$ cat src/rtl/elevator_scheduler.sv
// Single-car SCAN elevator: latches floor calls, times travel and door dwell.
// One edge from a visible call to a decision; call_req is never stalled (no backpressure).
module elevator_scheduler #(
  parameter int N_FLOORS      = 4,
  parameter int FLOOR_W       = 2,
  parameter int TRAVEL_CYCLES = 8,
  parameter int DOOR_CYCLES   = 10
) (
  input  logic                clk,
  input  logic                reset,
  input  logic [N_FLOORS-1:0] call_req,
  output logic [FLOOR_W-1:0]  cur_floor,
  output logic                dir_up,
  output logic                moving,
  output logic                door_open,
  output logic                arrive,
  output logic [N_FLOORS-1:0] pending
);
  localparam int MAX_CYC = (TRAVEL_CYCLES > DOOR_CYCLES) ? TRAVEL_CYCLES : DOOR_CYCLES;
  localparam int CNT_W   = $clog2(MAX_CYC);
  localparam logic [CNT_W-1:0] TRAVEL_LAST = CNT_W'(TRAVEL_CYCLES - 1);
  localparam logic [CNT_W-1:0] DOOR_LAST   = CNT_W'(DOOR_CYCLES - 1);

  typedef enum logic [1:0] {IDLE, MOVE, DOOR} state_t;

  state_t             state;
  logic [CNT_W-1:0]   timer;
  logic [FLOOR_W-1:0] arr_floor;
  logic [1:0]         sel_cur;
  logic [1:0]         sel_arr;
  logic [N_FLOORS-1:0] set_mask;
  logic [N_FLOORS-1:0] clr_mask;

  // Returns {go, up}: SCAN keeps the preferred direction while calls remain ahead.
  function automatic logic [1:0] select_dir(input logic [FLOOR_W-1:0] floor,
                                            input logic up,
                                            input logic [N_FLOORS-1:0] pend);
    logic above;
    logic below;
    above = 1'b0;
    below = 1'b0;
    for (int i = 0; i < N_FLOORS; i++) begin
      if (i > int'(floor)) above = above | pend[i];
      if (i < int'(floor)) below = below | pend[i];
    end
    if (up) select_dir = above ? 2'b11 : (below ? 2'b10 : {1'b0, up});
    else    select_dir = below ? 2'b10 : (above ? 2'b11 : {1'b0, up});
  endfunction

  assign arr_floor = dir_up ? cur_floor + 1'b1 : cur_floor - 1'b1;
  assign sel_cur   = select_dir(cur_floor, dir_up, pending);
  assign sel_arr   = select_dir(arr_floor, dir_up, pending);

  // A call at the open-door floor is absorbed by the door reload instead of latching.
  always_comb begin
    set_mask = call_req;
    if (state == DOOR) set_mask[cur_floor] = 1'b0;
  end

  always_comb begin
    clr_mask = '0;
    if (state == IDLE && pending[cur_floor]) clr_mask[cur_floor] = 1'b1;
    if (state == MOVE && timer == TRAVEL_LAST && pending[arr_floor]) clr_mask[arr_floor] = 1'b1;
  end

  always_ff @(posedge clk) begin
    if (reset) begin
      state     <= IDLE;
      timer     <= '0;
      cur_floor <= '0;
      dir_up    <= 1'b1;
      moving    <= 1'b0;
      door_open <= 1'b0;
      arrive    <= 1'b0;
      pending   <= '0;
    end else begin
      arrive  <= 1'b0;
      pending <= (pending | set_mask) & ~clr_mask;
      case (state)
        IDLE: begin
          timer <= '0;
          if (pending[cur_floor]) begin
            state     <= DOOR;
            door_open <= 1'b1;
          end else if (sel_cur[1]) begin
            state  <= MOVE;
            moving <= 1'b1;
            dir_up <= sel_cur[0];
          end
        end
        MOVE: begin
          if (timer == TRAVEL_LAST) begin
            cur_floor <= arr_floor;
            arrive    <= 1'b1;
            timer     <= '0;
            if (pending[arr_floor]) begin
              state     <= DOOR;
              moving    <= 1'b0;
              door_open <= 1'b1;
            end else if (sel_arr[1]) begin
              dir_up <= sel_arr[0];
            end else begin
              state  <= IDLE;
              moving <= 1'b0;
            end
          end else begin
            timer <= timer + 1'b1;
          end
        end
        DOOR: begin
          if (call_req[cur_floor]) begin
            timer <= '0;
          end else if (timer == DOOR_LAST) begin
            state     <= IDLE;
            door_open <= 1'b0;
            timer     <= '0;
          end else begin
            timer <= timer + 1'b1;
          end
        end
        default: begin
          state     <= IDLE;
          timer     <= '0;
          moving    <= 1'b0;
          door_open <= 1'b0;
        end
      endcase
    end
  end
endmodule

$ cat config.mk
export PLATFORM = sky130hd
export DESIGN_NAME = elevator_scheduler
export DESIGN_NICKNAME = d
export VERILOG_FILES = /design/src/rtl/elevator_scheduler.sv
export SDC_FILE = /design/constraint.sdc
export NUM_CORES = 1
export LEC_CHECK = 0
export ABC_AREA = 1
export BUFFER_PORTS_ARGS = -buffer_cell sky130_fd_sc_hd__buf_2
export CAP_MARGIN = 10
export CORE_AREA = 3 3 53 60
export CTS_CLUSTER_DIAMETER = 120
export DETAILED_ROUTE_END_ITERATION = 7
export DIE_AREA = 0 0 56 63
export PLACE_DENSITY = 0.68
export SLEW_MARGIN = 40
export SYNTH_ARGS = -nofsm -noshare
export SYNTH_HDL_FRONTEND = slang
export SYNTH_SLANG_ARGS = --single-unit
$ cat constraint.sdc
create_clock -name clk -period 2.4 [get_ports clk]
set_input_delay 0.6 -clock clk [delete_from_list [all_inputs] [get_ports clk]]
set_output_delay 0.6 -clock clk [all_outputs]
set_load 0.01 [all_outputs]
* Word-level counts from Yosys, hierarchy flattened
Cells that the tools add are included. Widths: inputs -> output; s select.
Operators by class: reductions and logical operators 13, order comparisons 16, add/subtract/negate cells 3, multiplexer cells 67, equal/unequal tests 15, bitwise gates (word level) 16
Operator list (number):
- $mux 2 | 18
- $mux 1 | 33
- $mux 4 | 6
- $reduce_and 5->1 | 3
- $ne 2x2->1 const B | 5
- $and 4x4->4 | 2
- $gt 2x2->1 const A | 4
- $lt 1x2->1 const A | 4
- $ne 2x1->1 const B | 4
- $not 4->4 | 2
- $or 1x1->1 | 8
- $or 4x4->4 | 2
- $pmux 4 s2 | 1
- $bmux 1 s2 | 3
- $lt 2x3->1 const B | 2
- $ne 3x2->1 const B | 2
- $pmux 1 s3 | 2
- $pmux 2 s3 | 1
- $reduce_and 6->1 | 1
- $logic_and 1x1->1 | 5
- $add 4x1->4 const B | 1
- $demux 1 s2 | 2
- $eq 4x3->1 const B | 1
- $eq 4x4->1 const B | 1
- other kinds (13) | 17
Storage, ports and cells: input bits 6, output and inout bits 10, register bits 16, word-level logic and storage cells 138

* Longest topological paths before layout
Gate-level depths: netlist of the first run.
word-level depth 15, gate-level depth with buffers 14, gate-level depth less buffers 12

* Worst setup path after synthesis of the first run
Ideal clock, no wire load.
path kind register -> register, from reg cur_floor[0], to reg moving, arrival 1.809 ns, setup time 0.115 ns, path buffers 2, cell stages (with the launch flop) 13, slack 0.476 ns, period minus slack after synthesis 1.924 ns, cell sequence dfxtp_1 -> buf_6 -> inv_6 -> buf_12 -> ha_1 -> inv_1 -> nand2_1 -> nand2_1 -> nand2_1 -> nand2_2 -> nand3_2 -> a21oi_1 -> nor2_1
Between the ends: cells in the longest elaborated chain, start to end 13, elaborated cells between the ends (all ways) 56, those cells by class add/sub: 2; order compare: 12; eq/ne: 3; mux: 30; bitwise: 8; reduce/logical: 1
Ends and longest elaborated chain:
- start: declaration | line 12 | output logic [FLOOR_W-1:0] cur_floor,
- start signal: assignment | line 93 | cur_floor <= arr_floor;
- $sub 2x1->2 / $add 2x1->2 (equally long branches) | line 50 | assign arr_floor = dir_up ? cur_floor + 1'b1 : cur_floor - 1'b1;
- $mux 2 | line 50
- $gt 1x2->1 / $lt 1x2->1 (equally long branches) | line 43, 44
- $mux 1 (on tied branches) | line 43, 44
- $or 1x1->1 (on tied branches) | line 43, 44
- $mux 1 (on tied branches) | line 43, 44
- $or 1x1->1 (on tied branches) | line 43, 44
- $mux 1 (on tied branches) | line 43, 44
- $mux 2 (on tied branches) (2 in series) | line 47, 46
- $mux 2 | line 46 | if (up) select_dir = above ? 2'b11 : (below ? 2'b10 : {1'b0, up});
- $ne 3x2->1 (no line)
- $reduce_and 5->1 (no line)
- end signal: assignment | line 72 | moving <= 1'b0;
- end signal: assignment | line 87 | moving <= 1'b1;
- end signal: assignment | line 98 | moving <= 1'b0;
- end: declaration | line 14 | output logic moving,
Several ways; a longest one is shown, not always the timed one. The select of a mux whose other input is x is not followed. A chain may end at the register's enable or synchronous reset.

* Worst setup path after layout of the first run
from reg cur_floor[1], to reg moving
Same word-level chain as after synthesis.

==> flow_summary_export.csv, run 1 <==
group,metric,value,unit
finish,utilization,0.528,
clocking,cts.clk_slew.worst_paths,0.10,ns
synthesis,ys_seq_elements,16,
timing,finalSetupTns,0,ns
detailed_routing,ant_nets,0,
clocking,cts-buffers-inserted,3,
grt,track_usage,0.179,
detailed_routing,top_layer_used,"met4",
synthesis,synth_nets,208,
finish,diodes,0,
detailed_routing,drc,0,
timing,slew_violations,0,
worst_setup_path,cp_max_fo,8,
grt,grt_pass1_wl,5190,um
synthesis,synth_edf_count,0,
detailed_routing,drtIter0Drc,51,
detailed_routing,totalWireLength,3010,um
clocking,clk_latency,0.29,ns
clocking,cts_tree,"built",
synthesis,synthArstFlopShare,0,
pwr,power_density,907,nW/um2
job,cap_violations,0,
synthesis,synth_area_leaders,"dfxtp_1 24%, nand2_1 15%, ha_1 11%",
pwr,ir_drop,0.698,mV
placement,dp_hpwl,2410,um
detailed_routing,avgRoutedWirePerCell,12.5,um
die,num_rows,20,
clocking,cts_sinks,16,
timing,finalHoldViolations,0,
worst_setup_path,critPathRequiredTime,2.59,ns
clocking,cts.htree.levels,1,
die,ios,16,
worst_setup_path,rr_worst_depth,10,
detailed_routing,drt_pre_antenna_iters,4,
synthesis,synth_ff_type,"dfxtp_1",
grt,grt_max_degree,14,
die,core_area,2700,um2
synthesis,syn_avg_cell_area,6.85,um2
worst_setup_path,reg2reg_slack,0.43,ns
timing,slew_headroom,0.717,
finish,n_fill_cell,278,
timing,rsz0062_at_grt,"no",
hold_path,hold_path_class,"reg -> reg",
run_status,status,"complete, no violations",
timing,worst_slew_pin_slew,0.425,ns
detailed_routing,wl_met1,1300,um
synthesis,ys_types,28,
pwr,p_total,1.29,mW
grt,grt-ovfl-total,0,
timing,clock.fmax,0.507,GHz
synthesis,synth_top_cell_area_share,0.245,
synthesis,ys_seq_area_frac,0.245,
worst_setup_path,r2r-end,"moving$_SDFFE_PP0P_",
timing,period_share,0.822,
detailed_routing,num_vias,1267,
placement,gp_congestion,0.914,
synthesis,ys_warn_count,0,
clocking,postCtsSetupBuffers,0,
synthesis,post-synth-top-count-cell,"nand2_1",
grt,grt_pass1_vias,1209,
placement,port_buffers,15,
worst_setup_path,start_kind,"flip-flop",
detailed_routing,dr_wl_met3,198,um
die,die-area,3530,um2
die,die_height,63,um
die,die_w,56,um
worst_setup_path,worst_ep_arrival_time,2.17,ns
grt,grt_antenna_before_repair,0,
timing,clock_skew,0.00502,ns
die,initial_utilization,0.484,
clocking,clock-root-buffer,"clkbuf_4",
pwr,leakagePower,0.707,nW
timing,period_minus_slack,1.97,ns
finish,drive_above_1_share,0.222,
synthesis,netlist.top_cell.by_area,"dfxtp_1",
worst_setup_path,endpoint_kind,"flip-flop",
hold_path,min_to,"timer[0]$_SDFF_PP0_",
clocking,cts_resized,0,
hold_path,hold_path_depth,1,
finish,area_delta_synth_final,9.08,%
worst_setup_path,critical_path_class,"reg -> reg",
clocking,ctsHoldBuffers,0,
detailed_routing,met2WireLength,1460,um
finish,final_nets,225,
synthesis,syn_inst,191,
synthesis,syn_area,1310,um2
hold_path,min_from,"timer[0]$_SDFF_PP0_",
timing,setup_viol,0,
worst_setup_path,critical_path.reg2reg.startpoint,"cur_floor[1]$_SDFFE_PP0P_",
clocking,cts_buffer_depth,2,
synthesis,synth_common_cells,"51 x nand2_1, 21 x nor2_1, 17 x inv_1",
detailed_routing,viasPerCell,5.28,
-- kinds of logic after synthesis --
logic type,synth area share
adders and majority gates,0.105
and+or+nand+nor,0.430
xor gates and xnor gates,0.00669
buffers and inverters,0.0927
AOI/OAI and AO/OA,0.120
DFF,0.245
-- power by group --
part	internal, mW	switching [mW]	total [mW]	leakage (nW)
Sequential	0.319	0.0494	0.369	0.131
Clock	0.0924	0.0929	0.185	0.0210
Combinational	0.274	0.466	0.741	0.554
Total	0.686	0.609	1.29	0.707
-- per-layer routing --
metal	vias to the layer above	GRT usage
met5	-	0
met4	0	0.0682
met3	8	0.0310
met2	42	0.306
met1	567	0.220
li1	650	-
-- area by class of cell --
type,count,area [um2],area share
multi-input combinational,151,867,0.607
sequential,16,320,0.224
timing repair buffer,16,82.6,0.0578
inverter,20,80.1,0.0561
tap,33,41.3,0.0289
clock buffer,4,36.3,0.0254
-- through the flow --
step	setup slack, ns	hold slack, ns	area, um2	instances
after detailed placement	0.453	0.465	1390	236
after global placement	0.558	0.451	1390	236
after global routing	0.207	0.526	1430	240
after floorplan	0.476	0.433	1310	191
final	0.426	0.480	1430	240
after CTS	0.426	0.490	1430	240
-- worst max path at each step --
stage                                          from                    end
after floorplan           cur_floor[0]$_SDFFE_PP0P_    moving$_SDFFE_PP0P_
final                     cur_floor[1]$_SDFFE_PP0P_    moving$_SDFFE_PP0P_
after global placement    cur_floor[1]$_SDFFE_PP0P_    dir_up$_SDFFE_PP1P_
after detailed placement  cur_floor[1]$_SDFFE_PP0P_  state[1]$_SDFFE_PP0P_
after CTS                 cur_floor[1]$_SDFFE_PP0P_  state[1]$_SDFFE_PP0P_
after global routing      cur_floor[1]$_SDFFE_PP0P_  state[1]$_SDFFE_PP0P_
-- state kept, by name, indices dropped and copies added (netlist names) --
| register | count |
|---|---|
| pending | 4 |
| moving | 1 |
| state | 2 |
| door_open | 1 |
| dir_up | 1 |
| timer | 4 |
| arrive | 1 |
| cur_floor | 2 |
-- worst max-delay path, stage by stage, from the launching register on --
cell and delay, ns:
dfxtp_1 0.53, inv_2 0.15, ha_1 0.34, inv_1 0.08
nand2_1 0.05, nand2_1 0.14, nand2_1 0.10, nand2_2 0.11
nand3_2 0.13, a21oi_1 0.18, nor2_1 0.06
-- cells in the final DEF (no fill, tap or decap), drive strengths merged --
master	synthesis	routed
nand3	25	25
nand4	2	2
a21boi	1	1
o21ai	14	14
nand3b	1	1
nor2	26	26
nor3	1	1
ha	11	11
inv	20	20
a211oi	3	3
nand2	58	58
o211ai	1	1
buf	4	16
xor2	1	1
a21oi	7	7
dfxtp	16	16
clkbuf	0	4
(Power assumes the default switching activity.)
==> inputs of run 2 (changes only) <==
ABC_AREA = 0   (was 1)
CORE_AREA = 3 3 50 57   (was 3 3 53 60)
DIE_AREA = 0 0 53 60   (was 0 0 56 63)
PLACE_DENSITY = 0.71   (was 0.68)
clock period = 1.6 ns   (was 2.4 ns; I/O delays follow)
==> run 2 against run 1 <==
Against the previous run: the flow now finishes with violations (setup timing); register-to-register slack worse by 0.87 ns; die area down 9.9%; clock skew up 0.0019 ns; maximum frequency down 3.6%; non-clock buffer count up 45; total power up 20%; first-iteration DRC count down 29%; worst setup slack worse by 0.87 ns; sequential power up 34%; routed wire length up 11%.
==> flow_summary_export.csv, run 2 <==
group,metric,value,unit
run_status,status,"finished with violations",
run_status,violations,"setup timing",
grt,grt-ovfl-total,0,
finish,fin_cells,221,
finish,diodes,0,
detailed_routing,viasPerCell,5.50,
timing,period_minus_slack,2.05,ns
worst_setup_path,slowest_stage,"dfxtp_4",
die,num_rows,18,
clocking,cts_buffer_depth,2,
synthesis,synthArstFlopShare,0,
pwr,ir_drop,0.559,mV
die,initial_utilization,0.502,
detailed_routing,ant_nets,0,
placement,dpl-instance-area,1560,um2
worst_setup_path,reg2reg_slack,-0.45,ns
detailed_routing,drt_pre_antenna_iters,4,
pwr,p_total,1.56,mW
worst_setup_path,endpoint_kind,"flip-flop",
clocking,clock-root-buffer,"clkbuf_4",
placement,port_buffers,15,
worst_setup_path,critPathRequiredTime,1.79,ns
synthesis,ys_seq_area_frac,0.281,
finish,final_nets,209,
finish,mostFrequentLayoutCells,"42 x buf_4, 17 x nor2_1, 15 x buf_2",
timing,rsz0062_at_grt,"yes",
timing,fin_ws,-0.447,ns
grt,grt_pass1_vias,1229,
clocking,clk_latency,0.29,ns
grt,track_usage,0.230,
finish,largest_registers,"pending: 4 flops, timer: 4 flops",
clocking,cts_sinks,16,
die,die_height,60,um
synthesis,post-synth-top-count-cell,"nor2_1",
synthesis,synth_ff_type,"dfxtp_1",
timing,clock.fmax,0.489,GHz
die,die-area,3180,um2
grt,grt_antenna_before_repair,0,
detailed_routing,avgRoutedWirePerCell,15.1,um
synthesis,ys_warn_count,0,
clocking,cts.htree.levels,1,
timing,finalHoldViolations,0,
synthesis,syn_inst,131,
placement,gp_congestion,0.916,
clocking,cts.clk_slew.worst_paths,0.10,ns
synthesis,syn_area,1140,um2
worst_setup_path,worst_ep_arrival_time,2.24,ns
detailed_routing,drtIter0Drc,36,
worst_setup_path,cpLargestDelayFamily,"multiplexers",
synthesis,syn_avg_cell_area,8.71,um2
hold_path,hold_path_class,"in -> reg",
grt,grt_pass1_wl,5400,um
synthesis,synth_nets,148,
placement,pre_cts_ws,-0.427,ns
worst_setup_path,crit_buf_inv,1,
job,cap_violations,0,
timing,slew_violations,0,
worst_setup_path,crit_path_cell_trace,"clkinvlp_4, ha_4, xnor2_4, mux4_2, o31ai_4, a211oi_4, mux2i_1, nor2_1",
finish,drive_above_1_share,0.471,
synthesis,synth_area_leaders,"dfxtp_1 28%, ha_1 12%, nor2_1 5.9%",
finish,area_delta_synth_final,50.8,%
placement,dp.cells,211,
timing,slew_headroom,0.787,
detailed_routing,num_vias,1215,
pwr,leakagePower,0.785,nW
clocking,cts-buffers-inserted,3,
finish,layout_commonest_cell,"buf_4",
die,core_area,2270,um2
synthesis,synth_top_cell_area_share,0.281,
pwr,power_density,904,nW/um2
synthesis,netlist.top_cell.by_area,"dfxtp_1",
die,die_w,53,um
detailed_routing,totalWireLength,3350,um
timing,clock_skew,0.00688,ns
worst_setup_path,start_kind,"flip-flop",
detailed_routing,drc,0,
worst_setup_path,critical_path_class,"reg -> reg",
timing,setup_viol,9,
synthesis,synth_common_cells,"18 x nor2_1, 16 x dfxtp_1, 11 x ha_1, 11 x nand2_1, 10 x a21oi_1",
synthesis,ys_seq_elements,16,
synthesis,synth_edf_count,0,
timing,period_share,1.28,
worst_setup_path,cp_max_fo,5,
die,ios,16,
grt,grt_max_degree,14,
clocking,cts_tree,"built",
worst_setup_path,cpPeakStageDelay,0.38,ns
placement,dp_hpwl,2470,um
finish,design_area,1720,um2
finish,utilization,0.756,
synthesis,ys_types,41,
timing,worst_slew_pin_slew,0.312,ns
-- run 2: cell count changes after synthesis, moves of 4 or more --
cell / before / now
nand3_2: 8 / 0
nand2_2: 6 / 0
nand3_1: 16 / 1
nand2_1: 51 / 11
o21ai_0: 9 / 5
mux2i_1: 0 / 4
inv_1: 17 / 9
-- run 2: per-layer routing --
layer  track usage  vias up  part of all wire
met2         0.429       48              0.53
met1         0.260      566              0.40
met3        0.0224       13             0.042
met4        0.0949        0             0.029
met5             0        -                 0
li1              -      588                 -
-- run 2: worst register-to-register path, stage by stage, from the launching register on --
cell and delay [ns]:
dfxtp_4 0.38, clkinvlp_4 0.14, ha_4 0.32, xnor2_4 0.13
mux4_2 0.37, o31ai_4 0.28, a211oi_4 0.09, mux2i_1 0.19
nor2_1 0.06
-- run 2: logic make-up (layout without fill, tap and decap cells) --
family	count (synthesis)	in the layout	share of synthesized area
compound gates	33	33	0.211
mux	7	7	0.0943
xor+xnor	3	3	0.0395
buf+inv	15	75	0.0570
simple gates	46	46	0.197
fa+ha+maj	11	11	0.121
flops	16	16	0.281
-- run 2: layout make-up --
class                   count  area [um2]
multi-input cells         100         833
fillers                   160         554
repair buffers             61         444
flip-flops and latches     16         328
inverters                  10        41.3
well taps                  30        37.5
clock buffers               4        36.3
-- run 2: power by group --
| group | switching [mW] | leakage (nW) | internal [mW] |
|---|---|---|---|
| registers | 0.0428 | 0.133 | 0.450 |
| logic | 0.404 | 0.631 | 0.382 |
| clock network | 0.138 | 0.0210 | 0.139 |
| total | 0.585 | 0.785 | 0.971 |
-- run 2: final timing paths --
kind,start,to,cells past startpoint
max,cur_floor[0]$_SDFFE_PP0P_,state[0]$_SDFFE_PP0P_,8
min,call_req[1],pending[1]$_SDFF_PP0_,3
max reg2reg,cur_floor[0]$_SDFFE_PP0P_,state[0]$_SDFFE_PP0P_,8
min reg2reg,moving$_SDFFE_PP0P_,moving$_SDFFE_PP0P_,2
-- run 2: per-stage QoR --
stage	hold slack (ns)	TNS, ns
floorplan	0.433	-2.57
global placement	0.445	-1.75
detailed placement	0.459	-2.18
CTS	0.419	-2.43
global route	0.437	-3.66
finish	0.421	-2.56
-- run 2: what timing repair did --
item,4_1_cts,5_1_grt
gates resized for setup,4,15
pin swaps,2,3
hold buffers,0,0
setup endpoints to repair,11,14
endpoints found under the hold margin,0,0
buffers inserted,3,3
==> inputs of run 3 (changes only) <==
RECOVER_POWER = 50   (was default)
==> run 3 against run 2 <==
Against the previous run: the flow still finishes with violations (setup timing); routed wire length rose by 0.66%; critical endpoint unchanged; sequential cell count did not move; clock power barely moved; maximum frequency fell by 0.11%; core utilization fell by 0.61 points; global-route usage did not move; clock-buffer cell count did not move; die area did not move; clock skew barely moved; final cell count did not move.
==> flow_summary_export.csv, run 3 (synthesis results as in run 2) <==
group,metric,value,unit
run_status,status,"finished with violations",
run_status,violations,"setup timing",
worst_setup_path,critPathRequiredTime,1.79,ns
worst_setup_path,cpPeakStageDelay,0.38,ns
timing,hold_ws,0.422,ns
die,die_height,60,um
grt,grt_pass1_vias,1229,
finish,final_nets,209,
detailed_routing,drt_pre_antenna_iters,4,
die,core_area,2270,um2
detailed_routing,drc,0,
placement,gp_congestion,0.916,
pwr,leakagePower,0.764,nW
timing,slew_headroom,0.787,
finish,utilization,0.750,
worst_setup_path,cp_max_fo,5,
pwr,ir_drop,0.553,mV
clocking,cts.htree.levels,1,
grt,grt-ovfl-total,0,
grt,grt_antenna_before_repair,0,
die,num_rows,18,
placement,dp_hpwl,2470,um
detailed_routing,dr_wl_met3,130,um
placement,port_buffers,15,
job,cap_violations,0,
pwr,power_density,906,nW/um2
detailed_routing,ant_nets,0,
worst_setup_path,worstSetupEndpoint,"state[0]$_SDFFE_PP0P_",
clocking,cts_tree,"built",
finish,n_fill_cell,166,
worst_setup_path,setup.worst_path.start,"cur_floor[0]$_SDFFE_PP0P_",
detailed_routing,viasPerCell,5.46,
die,die-area,3180,um2
die,die_w,53,um
worst_setup_path,crit_path_cell_trace,"clkinvlp_4, ha_4, xnor2_4, mux4_2, o31ai_4, a211oi_4, mux2i_1, nor2_1",
grt,track_usage,0.230,
clocking,cts.clk_slew.worst_paths,0.10,ns
timing,period_minus_slack,2.05,ns
worst_setup_path,rr_worst_depth,8,
clocking,clk_latency,0.29,ns
detailed_routing,totalWireLength,3370,um
worst_setup_path,cp_num_cells,8,
timing,clock.fmax,0.488,GHz
finish,largest_registers,"pending: 4 flops, timer: 4 flops",
worst_setup_path,slowest_stage,"dfxtp_4",
detailed_routing,met2WireLength,1810,um
detailed_routing,drtIter0Drc,33,
placement,pre_cts_ws,-0.427,ns
worst_setup_path,critical_path_class,"reg -> reg",
detailed_routing,top_layer_used,"met4",
timing,period_share,1.28,
clocking,cts_buffer_depth,2,
finish,drive_above_1_share,0.440,
timing,clock_skew,0.00684,ns
timing,finalHoldViolations,0,
worst_setup_path,reg2reg_slack,-0.45,ns
detailed_routing,wl_met1,1350,um
hold_path,hold_path_class,"in -> reg",
worst_setup_path,critical_path.reg2reg.startpoint,"cur_floor[0]$_SDFFE_PP0P_",
finish,area_delta_synth_final,49.6,%
timing,slew_violations,0,
worst_setup_path,cpLargestDelayFamily,"multiplexers",
detailed_routing,avgRoutedWirePerCell,15.2,um
worst_setup_path,worst_ep_arrival_time,2.24,ns
grt,grt_pass1_wl,5400,um
timing,fin_ws,-0.449,ns
finish,mostFrequentLayoutCells,"40 x buf_4, 17 x nor2_1, 12 x dfxtp_1, 12 x buf_2, 11 x nand2_1",
timing,worst_slew_pin_slew,0.312,ns
clocking,cts-buffers-inserted,3,
detailed_routing,num_vias,1206,
worst_setup_path,endpoint_kind,"flip-flop",
finish,layout_commonest_cell,"buf_4",
clocking,clock-root-buffer,"clkbuf_4",
grt,grt_max_degree,14,
die,initial_utilization,0.502,
timing,setup_viol,9,
worst_setup_path,start_kind,"flip-flop",
clocking,cts_sinks,16,
clocking,ctsHoldBuffers,0,
finish,diodes,0,
die,ios,16,
worst_setup_path,crit_buf_inv,1,
worst_setup_path,r2r-end,"state[0]$_SDFFE_PP0P_",
timing,rsz0062_at_grt,"yes",
==> run 3: changes by cell type in the layout (fill, tap and decap cells not counted) <==
cell,previous run,this run
buf_2,15,12
buf_4,42,40
clkbuf_1,0,5
or2_0,0,1
or2_4,1,0
==> run 3: worst min path at each step <==
stage          slack, ns                start  depth (start not counted)                    end
3_5_place_dp        0.46  moving$_SDFFE_PP0P_                          2    moving$_SDFFE_PP0P_
6_report            0.42          call_req[1]                          3  pending[1]$_SDFF_PP0_
2_1_floorplan       0.43  timer[0]$_SDFF_PP0_                          1    timer[0]$_SDFF_PP0_
4_1_cts             0.42          call_req[1]                          3  pending[1]$_SDFF_PP0_
3_3_place_gp        0.44  moving$_SDFFE_PP0P_                          2    moving$_SDFFE_PP0P_
5_1_grt             0.44          call_req[0]                          3  pending[0]$_SDFF_PP0_
==> run 3: layer usage <==
layer	track usage	vias to the layer above
li1	-	588
met2	0.429	45
met4	0.0949	0
met5	0	-
met1	0.260	562
met3	0.0224	11
==> run 3: what timing repair did <==
action / 4_1_cts / 5_1_grt
setup endpoints to repair: 11 / 14
setup buffers: 3 / 3
pin swaps: 2 / 3
gates resized for setup: 4 / 15
==> run 3: area by class of cell <==
type,count,area (um2),share of cell area
sequential,16,328,0.192
inverter,10,41.3,0.0242
clock buffer,4,36.3,0.0213
timing repair buffer,61,433,0.254
tap,30,37.5,0.0220
multi-input combinational,100,831,0.487
==> run 3: power breakdown <==
part | leakage (nW) | internal [mW] | switching [mW]
sequential | 0.133 | 0.450 | 0.0429
combinational | 0.610 | 0.371 | 0.405
clock | 0.0210 | 0.139 | 0.138
total | 0.764 | 0.960 | 0.586
==> run 3: worst min-delay path, cell delays in order <==
cell and delay [ns]:
buf_2 0.11, a21oi_1 0.10, a2111oi_0 0.06
==> run 3: through the flow <==
| step | setup TNS (ns) | total power [mW] | std cells | cell area, um2 |
|---|---|---|---|---|
| 5_1_grt | -3.85 | 1.66 | 221 | 1710 |
| 3_3_place_gp | -1.75 | 1.17 | 211 | 1560 |
| 6_report | -2.57 | 1.55 | 221 | 1710 |
| 2_1_floorplan | -2.57 | 0.916 | 131 | 1170 |
| 4_1_cts | -2.43 | 1.48 | 218 | 1640 |
| 3_5_place_dp | -2.18 | 1.19 | 211 | 1560 |
